[config.mk]
export PLATFORM = sky130hd
export DESIGN_NAME = seq_mul_div_unit
export DESIGN_NICKNAME = d
export VERILOG_FILES = /design/src/rtl/seq_mul_div_unit.sv
export SDC_FILE = /design/constraint.sdc
export NUM_CORES = 1
export LEC_CHECK = 0
export BUFFER_PORTS_ARGS = -buffer_cell sky130_fd_sc_hd__buf_2
export CELL_PAD_IN_SITES_DETAIL_PLACEMENT = 0
export CELL_PAD_IN_SITES_GLOBAL_PLACEMENT = 2
export CORE_MARGIN = 4
export CORE_UTILIZATION = 36
export CTS_CLUSTER_DIAMETER = 150
export DETAILED_ROUTE_END_ITERATION = 10
export PLACE_DENSITY = 0.86
export SYNTH_ARGS = -nofsm -noshare
export SYNTH_HDL_FRONTEND = slang
export SYNTH_SLANG_ARGS = --single-unit
[constraint.sdc]
create_clock -name clock -period 4.25 [get_ports clock]
set_input_delay 0.2125 -clock clock [delete_from_list [all_inputs] [get_ports clock]]
set_output_delay 0.2125 -clock clock [all_outputs]
set_load 0.01 [all_outputs]
[src/rtl/seq_mul_div_unit.sv]
`default_nettype none
// ============================================================================
// Module   : seq_mul_div_unit
// Function : Iterative signed/unsigned multiply and divide. Operands are
//            turned into magnitudes, processed one bit per cycle (shift-add
//            for multiply, restoring shift-subtract for divide), then
//            sign-corrected. Fixed latency for every operation.
// Revision : 1.0 - initial release
// ============================================================================
module seq_mul_div_unit #(
    parameter int WIDTH = 32,
    parameter int CNT_W = 6
) (
    input  logic             clock,
    input  logic             clear,
    input  logic             start,
    input  logic [1:0]       op,
    input  logic [WIDTH-1:0] opa,
    input  logic [WIDTH-1:0] opb,
    output logic             busy,
    output logic             done,
    output logic [WIDTH-1:0] hi,
    output logic [WIDTH-1:0] lo,
    output logic             div_zero
);

    localparam logic [1:0] c_IDLE = 2'd0;
    localparam logic [1:0] c_RUN  = 2'd1;
    localparam logic [1:0] c_FIX  = 2'd2;
    localparam logic [1:0] c_DONE = 2'd3;

    localparam logic [CNT_W-1:0] c_LAST = CNT_W'(WIDTH - 1);

    logic [1:0]       r_state;
    logic [1:0]       w_next_state;
    logic [CNT_W-1:0] r_cnt;

    // Working registers. Multiply: r_acc_hi is the running partial product,
    // r_acc_lo starts as the multiplier and fills with product low bits.
    // Divide: r_acc_hi is the partial remainder, r_acc_lo starts as the
    // dividend and fills with quotient bits. r_mb is the multiplicand/divisor.
    logic [WIDTH-1:0] r_acc_hi;
    logic [WIDTH-1:0] r_acc_lo;
    logic [WIDTH-1:0] r_mb;
    logic             r_is_div;
    logic             r_neg_q;     // product / quotient must be negated
    logic             r_neg_r;     // remainder must be negated
    logic             r_dz;        // divisor was zero for this operation

    logic [WIDTH-1:0] r_hi;
    logic [WIDTH-1:0] r_lo;
    logic             r_div_zero;

    // Operand conditioning at start
    logic             w_signed;
    logic             w_a_neg;
    logic             w_b_neg;
    logic [WIDTH-1:0] w_mag_a;
    logic [WIDTH-1:0] w_mag_b;

    assign w_signed = ~op[0];
    assign w_a_neg  = w_signed & opa[WIDTH-1];
    assign w_b_neg  = w_signed & opb[WIDTH-1];
    // The most-negative value maps onto itself, which is its correct
    // unsigned magnitude, so no extra bit is needed.
    assign w_mag_a  = w_a_neg ? -opa : opa;
    assign w_mag_b  = w_b_neg ? -opb : opb;

    // One multiply iteration: conditional add, then shift right with carry
    logic [WIDTH:0]   w_sum;
    logic [WIDTH-1:0] w_mul_hi;
    logic [WIDTH-1:0] w_mul_lo;

    assign w_sum    = {1'b0, r_acc_hi} + (r_acc_lo[0] ? {1'b0, r_mb} : '0);
    assign w_mul_hi = w_sum[WIDTH:1];
    assign w_mul_lo = {w_sum[0], r_acc_lo[WIDTH-1:1]};

    // One divide iteration: shift in next dividend bit, trial subtract.
    // The partial remainder is always below the divisor, so the shifted
    // value is below twice the divisor and bit WIDTH of the trial is a
    // reliable borrow flag.
    logic [WIDTH:0]   w_shift;
    logic [WIDTH:0]   w_trial;
    logic [WIDTH-1:0] w_div_hi;
    logic [WIDTH-1:0] w_div_lo;

    assign w_shift = {r_acc_hi, r_acc_lo[WIDTH-1]};
    assign w_trial = w_shift - {1'b0, r_mb};

    // Select restored or subtracted remainder for the divide step
    always_comb begin
        w_div_hi = w_shift[WIDTH-1:0];
        w_div_lo = {r_acc_lo[WIDTH-2:0], 1'b0};
        if (!w_trial[WIDTH]) begin
            w_div_hi = w_trial[WIDTH-1:0];
            w_div_lo = {r_acc_lo[WIDTH-2:0], 1'b1};
        end
    end

    // Sign correction of the finished magnitudes
    logic [2*WIDTH-1:0] w_prod;
    logic [2*WIDTH-1:0] w_prod_fix;
    logic [WIDTH-1:0]   w_quo_fix;
    logic [WIDTH-1:0]   w_rem_fix;
    logic [WIDTH-1:0]   w_fix_hi;
    logic [WIDTH-1:0]   w_fix_lo;

    assign w_prod     = {r_acc_hi, r_acc_lo};
    assign w_prod_fix = r_neg_q ? -w_prod : w_prod;
    assign w_quo_fix  = r_neg_q ? -r_acc_lo : r_acc_lo;
    // With a zero divisor the remainder magnitude equals |opa|, so restoring
    // the dividend sign returns opa unchanged (most-negative included).
    assign w_rem_fix  = r_neg_r ? -r_acc_hi : r_acc_hi;

    // Choose the final hi/lo pair for the operation type
    always_comb begin
        w_fix_hi = w_prod_fix[2*WIDTH-1:WIDTH];
        w_fix_lo = w_prod_fix[WIDTH-1:0];
        if (r_is_div) begin
            w_fix_hi = w_rem_fix;
            w_fix_lo = r_dz ? '1 : w_quo_fix;
        end
    end

    // State register
    always_ff @(posedge clock) begin
        if (clear) begin
            r_state <= c_IDLE;
        end else begin
            r_state <= w_next_state;
        end
    end

    // Next-state logic
    always_comb begin
        w_next_state = r_state;
        case (r_state)
            c_IDLE:  if (start) w_next_state = c_RUN;
            c_RUN:   if (r_cnt == c_LAST) w_next_state = c_FIX;
            c_FIX:   w_next_state = c_DONE;
            c_DONE:  w_next_state = c_IDLE;
            default: w_next_state = c_IDLE;
        endcase
    end

    // FSM outputs
    always_comb begin
        busy = (r_state != c_IDLE);
        done = (r_state == c_DONE);
    end

    // Datapath: operand capture, iteration, result write-back
    always_ff @(posedge clock) begin
        if (clear) begin
            r_cnt      <= '0;
            r_acc_hi   <= '0;
            r_acc_lo   <= '0;
            r_mb       <= '0;
            r_is_div   <= 1'b0;
            r_neg_q    <= 1'b0;
            r_neg_r    <= 1'b0;
            r_dz       <= 1'b0;
            r_hi       <= '0;
            r_lo       <= '0;
            r_div_zero <= 1'b0;
        end else begin
            case (r_state)
                c_IDLE: begin
                    if (start) begin
                        r_cnt    <= '0;
                        r_acc_hi <= '0;
                        r_acc_lo <= op[1] ? w_mag_a : w_mag_b;
                        r_mb     <= op[1] ? w_mag_b : w_mag_a;
                        r_is_div <= op[1];
                        r_neg_q  <= w_a_neg ^ w_b_neg;
                        r_neg_r  <= w_a_neg;
                        r_dz     <= op[1] & (opb == '0);
                    end
                end
                c_RUN: begin
                    r_cnt <= r_cnt + CNT_W'(1);
                    if (r_is_div) begin
                        r_acc_hi <= w_div_hi;
                        r_acc_lo <= w_div_lo;
                    end else begin
                        r_acc_hi <= w_mul_hi;
                        r_acc_lo <= w_mul_lo;
                    end
                end
                c_FIX: begin
                    r_hi       <= w_fix_hi;
                    r_lo       <= w_fix_lo;
                    r_div_zero <= r_dz;
                end
                default: ;
            endcase
        end
    end

    assign hi       = r_hi;
    assign lo       = r_lo;
    assign div_zero = r_div_zero;

endmodule
`default_nettype wire

-- Word-level counts from Yosys, hierarchy flattened
Cells that the tools add are included.
- register bits: 173
- input port bits: 69
- output and inout bits: 67
- add/sub/neg operators: 8
- eq/ne operators: 6
- mux-type cells: 24
- bitwise logic cells: 5
- reduce and logical (&&, ||, !) cells: 7
- operator list (operator ; count):
    32-bit 2-to-1 mux ; 15
    32-bit negation ; 4
    32-bit one-hot mux with 2 select lines ; 2
    64-bit 2-to-1 mux ; 1
    64-bit negation ; 1
    32-bit by 32-bit adder with 33-bit output ; 1
    33-bit by 32-bit subtractor with 33-bit output ; 1
    32-bit logical NOT ; 1
    6-bit one-hot mux with 2 select lines ; 1
    2-bit one-hot mux with 4 select lines ; 1
    6-bit by 1-bit adder with 6-bit output (second input constant) ; 1
    6-bit by 5-bit == test with 1-bit output (second input constant) ; 1
    6-bit 2-to-1 mux ; 1
    2-bit AND reduction ; 3
    2-bit == test (second input constant) ; 2
    2-bit 2-to-1 mux ; 2
    2-bit != test (second input constant) ; 2
    2-bit nonzero test ; 2
    1-bit bitwise AND ; 3
    2-bit by 1-bit == test with 1-bit output (second input constant) ; 1
    2-bit logical NOT ; 1
    1-bit 2-to-1 mux ; 1
    1-bit inverter ; 1
    1-bit bitwise XOR ; 1

-- Longest topological paths before layout
- word-level depth: 6
- depth in mapped cells: 15
- gate-level depth less buffers: 13

-- Worst setup path before layout
OpenSTA, ideal clock, no wires.
- path type: register to register
- start: register r_acc_lo[0]
- end: register r_acc_hi[29]
- setup time: 0.117 ns
- arrival: 3.006 ns
- data required time: 4.133 ns
- path slack: 1.126 ns
- cell stages (with the launch flop): 16
- clock period less this slack: 3.124 ns
- cell sequence: dfxtp_1 clkbuf_1 inv_1 clkbuf_1 nor2_1 ha_1 clkbuf_1 a21o_1 a21o_1 a21o_1 a211o_1 a211o_1 a21oi_1 xor2_1 o21ai_0 a32o_1
- longest elaborated chain between the ends: 4
- ends and longest elaborated chain (item ; line ; source):
    start, declared ; 43 ; logic [WIDTH-1:0] r_acc_lo;
    start signal, assigned ; 172 ; r_acc_lo <= op[1] ? w_mag_a : w_mag_b;
    start signal, assigned ; 184 ; r_acc_lo <= w_div_lo;
    start signal, assigned ; 187 ; r_acc_lo <= w_mul_lo;
    32-bit 2-to-1 mux ; 74 ; assign w_sum = {1'b0, r_acc_hi} + (r_acc_lo[0] ? {1'b0, r_mb} : '0);
    32-bit by 32-bit adder with 33-bit output ; 74 ;
    32-bit 2-to-1 mux ; 182 ; if (r_is_div) begin
    32-bit one-hot mux with 2 select lines ; 167 ; case (r_state)
    end signal, assigned ; 183 ; r_acc_hi <= w_div_hi;
    end signal, assigned ; 186 ; r_acc_hi <= w_mul_hi;
    end, declared ; 42 ; logic [WIDTH-1:0] r_acc_hi;
Every way passes these cells.
A chain may end at the register's enable or synchronous reset.

-- Worst setup path after layout
- start: register r_acc_lo[31]
- end: register r_acc_hi[25]
- longest elaborated chain between the ends: 4
- ends and longest elaborated chain (item ; line ; source):
    33-bit by 32-bit subtractor with 33-bit output ; 88 ; assign w_trial = w_shift - {1'b0, r_mb};
    32-bit 2-to-1 mux ; 94 ; if (!w_trial[WIDTH]) begin
    32-bit 2-to-1 mux ; 182 ;
    32-bit one-hot mux with 2 select lines ; 167 ;
Every way passes these cells.

==> flow_summary.yaml <==
clocking:
  clkSinkCount: 173
  cts_tree: "done"
  post_cts_resized: 0
  insertion_delay_ns: 0.45
  htreeDepth: 4
  clk_pin_slew_ns: 0.08
  cts_root_buf: "clkbuf_16"
  cts_made_buffers: 17
  hold_buffers: 0
  cts_setup_buffers: 0
  cts.path.max_buffers: 2
logic_synthesis:
  syn_nets: 2049
  ys_dominant_reg_cell: "dfxtp_1"
  synth_top_area_share_pct: 24.19
  yosysWarnings: 0
  synth_top_area_cell: "dfxtp_1"
  synth_area_leaders: "dfxtp_1 (24%), nor2_1 (6.9%), ha_1 (6.4%), xor2_1 (5.4%), a211oi_1 (5.2%)"
  syn_avg_cell_area_um2: 7.514
  synth-edff-count: 0
  yosysSeqAreaShare_pct: 24.19
  yosys-top-cells-count: "nor2_1 (264), dfxtp_1 (173), nand2_1 (157)"
  yosysMostFrequentCell: "nor2_1"
  synth-seq-cells: 173
  synth.distinct_cells: 82
  syn_inst: 1905
  async_flop_share_pct: 0
  syn_area_um2: 14310
placed_design:
  io_buffers: 135
  placed_cell_area_um2: 15580
  hpwl_um: 39790
  routabilityCongestion: 0.9289
  post-place-cells: 2487
power_and_ir_drop:
  power-per-cell-area_nw_per_um2: 527.4
  vdd.ir_drop.worst_mv: 0.2786
  p_leak_nw: 6.741
  power_frac_comb_pct: 51.3
  p_sw_w: 0.003947
  pwr-share-seq_pct: 29.7
  clkPwrFrac_pct: 19.0
  switching_share_pct: 46.20
  p_int_w: 0.004597
global_route:
  antenna_found_initial: 1
  grt_max_degree: 84
  grt_pass1_vias: 13610
  track_usage_pct: 22.57
  grt_pass1_wl_um: 78650
  gr-total-overflow: 0
timing:
  drv_slew: 0
  worst_clock_skew_ns: 0.01705
  setup_viol: 0
  relSlewSlack_pct: 27.14
  fmax_mhz: 276.6
  finalCritPeriodShare_pct: 85.07
  hold_viol_final: 0
  worstMarginPinSlew_ns: 1.091
  rsz0062_at_grt: "no"
  final.setup.tns_ns: 0
  fin_crit_ns: 3.616
floorplanning:
  initial_core_util_pct: 36.70
  coreArea_um2: 39010
  fp-row-count: 72
  die_w_um: 207.4
  die_h_um: 207.4
  die_area_um2: 43020
  ios: 136
worst_setup_path:
  critPathKind: "register to register"
  worstPathMaxFanout: 28
  r2r_cells: 13
  cp.required_ns: 4.56
  rrSetupSlack_ns: 0.63
  r2r-end: "r_acc_hi[25]$_SDFFE_PP0P_"
  critPathLaunchType: "register"
  end_kind: "register"
  worst_ep_arrival_time_ns: 3.92
  rr_startpoint: "r_acc_lo[31]$_SDFFE_PP0P_"
final_layout:
  fin_area_um2: 16200
  multi_input_area_um2: 10180
  seq_area_um2: 3465
  nFillCells: 4050
  finalNonFillerCells: 2519
  syn2layout_area_growth_pct: 13.16
  antenna-diode-count: 0
  final_nets: 2132
  layout-drive-gt1-share_pct: 13.69
route:
  drtIter0Drc: 1239
  first_pass_iters: 7
  drc_errors: 0
  wirelength_um: 50510
  viasPerCell: 5.647
  wl_per_cell_um: 20.05
  num_vias: 14230
  final_antenna_net_count: 0
hold_path:
  hold_path_startpoint: "opb[30]"
  min_path_cells: 4
  min_path_type: "input port to register"
  min_to: "r_dz$_SDFFE_PP0P_"
status:
  outcome: "completed"
flow_run:
  max_cap_viol_count: 0
critical path, stage by stage (launching register included):
cell and delay [ns]:
dfxtp_1 0.42, inv_1 0.12, ha_1 0.24, fa_1 0.38, nand2b_1 0.20, a21o_1 0.18
a31oi_1 0.33, a211o_1 0.22, a311oi_1 0.14, xnor2_2 0.18, buf_4 0.40, mux2_2 0.38
a22oi_1 0.13, o211ai_1 0.11
power by group through the flow:
stage	logic, W	registers (W)	clock network (W)
floorplan	0.00306	0.00245	0
global placement	0.00434	0.00255	0
detailed placement	0.00437	0.00256	0
CTS	0.00438	0.00253	0.00167
global route	0.00484	0.00260	0.00172
finish	0.00438	0.00254	0.00162
cells in the final DEF, fill, tap and decap left out, types with 6 or more instances in the layout:
cell / n
nand4_1: 13
clkbuf_16: 17
o41ai_1: 11
a21o_1: 42
xor2_1: 88
buf_2: 134
nor2b_1: 9
xnor2_1: 83
nor2_1: 263
nand2_1: 157
o22ai_1: 8
o21a_1: 13
a31oi_1: 13
dfxtp_1: 172
a211oi_1: 99
a21oi_1: 143
o211ai_1: 24
nand2b_1: 22
a311oi_1: 6
mux2_2: 26
buf_4: 48
o31a_1: 9
or3_1: 18
nor3_1: 45
ha_1: 72
or4_1: 11
mux2i_1: 66
o21bai_1: 6
o31ai_1: 23
a22oi_1: 19
a2111oi_0: 8
nor4_1: 15
nand3_1: 22
inv_1: 69
o21ai_0: 101
a211o_1: 9
and2_1: 8
how the worst max path moves through the flow:
stage	startpoint	end	slack, ns	depth (start not counted)
final	r_acc_lo[31]$_SDFFE_PP0P_	r_acc_hi[25]$_SDFFE_PP0P_	0.63	13
after global routing	r_acc_lo[31]$_SDFFE_PP0P_	r_acc_hi[25]$_SDFFE_PP0P_	0.41	13
after CTS	r_acc_lo[31]$_SDFFE_PP0P_	r_acc_hi[25]$_SDFFE_PP0P_	0.65	13
after detailed placement	r_acc_lo[31]$_SDFFE_PP0P_	r_acc_hi[25]$_SDFFE_PP0P_	0.68	13
after global placement	r_acc_lo[31]$_SDFFE_PP0P_	r_acc_hi[25]$_SDFFE_PP0P_	0.78	13
after floorplan	r_acc_lo[0]$_SDFFE_PP0P_	r_acc_hi[29]$_SDFFE_PP0P_	1.13	15
logic make-up (layout without fill, tap and decap cells):
family	Yosys count	in the layout	share of synthesized area, %
buffers and inverters	187	283	4.956
muxes	92	92	6.660
and+or+nand+nor	627	627	20.30
xor gates and xnor gates	172	172	10.52
adders and majority gates	75	75	6.660
DFF	173	173	24.19
AOI/OAI and AO/OA	579	579	26.70
per-layer routing:
metal	global-route usage, %	routed length [µm]	up-vias
met5	0	0	-
met4	5.130	898	0
met3	3.567	2389	63
met2	36.39	23100	347
met1	31.90	24120	6747
li1	-	-	7068
layout make-up:
type / instances / area share [%]
multi-input combinational: 1545 / 62.85
sequential: 173 / 21.39
timing repair buffer: 182 / 6.364
tap: 518 / 4.001
clock buffer: 18 / 2.711
inverter: 69 / 1.599
clock inverter: 14 / 1.089
per-stage QoR:
step                setup slack (ns)  utilization [%]  total power (W)  hold WS (ns)
floorplan                      1.126                -         0.005518        0.4291
global placement              0.7808            39.95         0.006890        0.4423
detailed placement            0.6779            39.95         0.006929        0.4461
CTS                           0.6454            41.53         0.008576        0.1160
global route                  0.4056            41.53         0.009165        0.1524
finish                        0.6344            41.53         0.008544        0.1421
state kept, by name (all words and copies together), names as in the netlist:
signal,flops
hi,32
r_is_div,1
div_zero,1
r_mb,32
r_dz,1
r_state,2
r_neg_q,1
lo,32
r_cnt,6
r_acc_lo,32
r_acc_hi,32
r_neg_r,1
No activity file was read; power rests on OpenSTA's default activity.
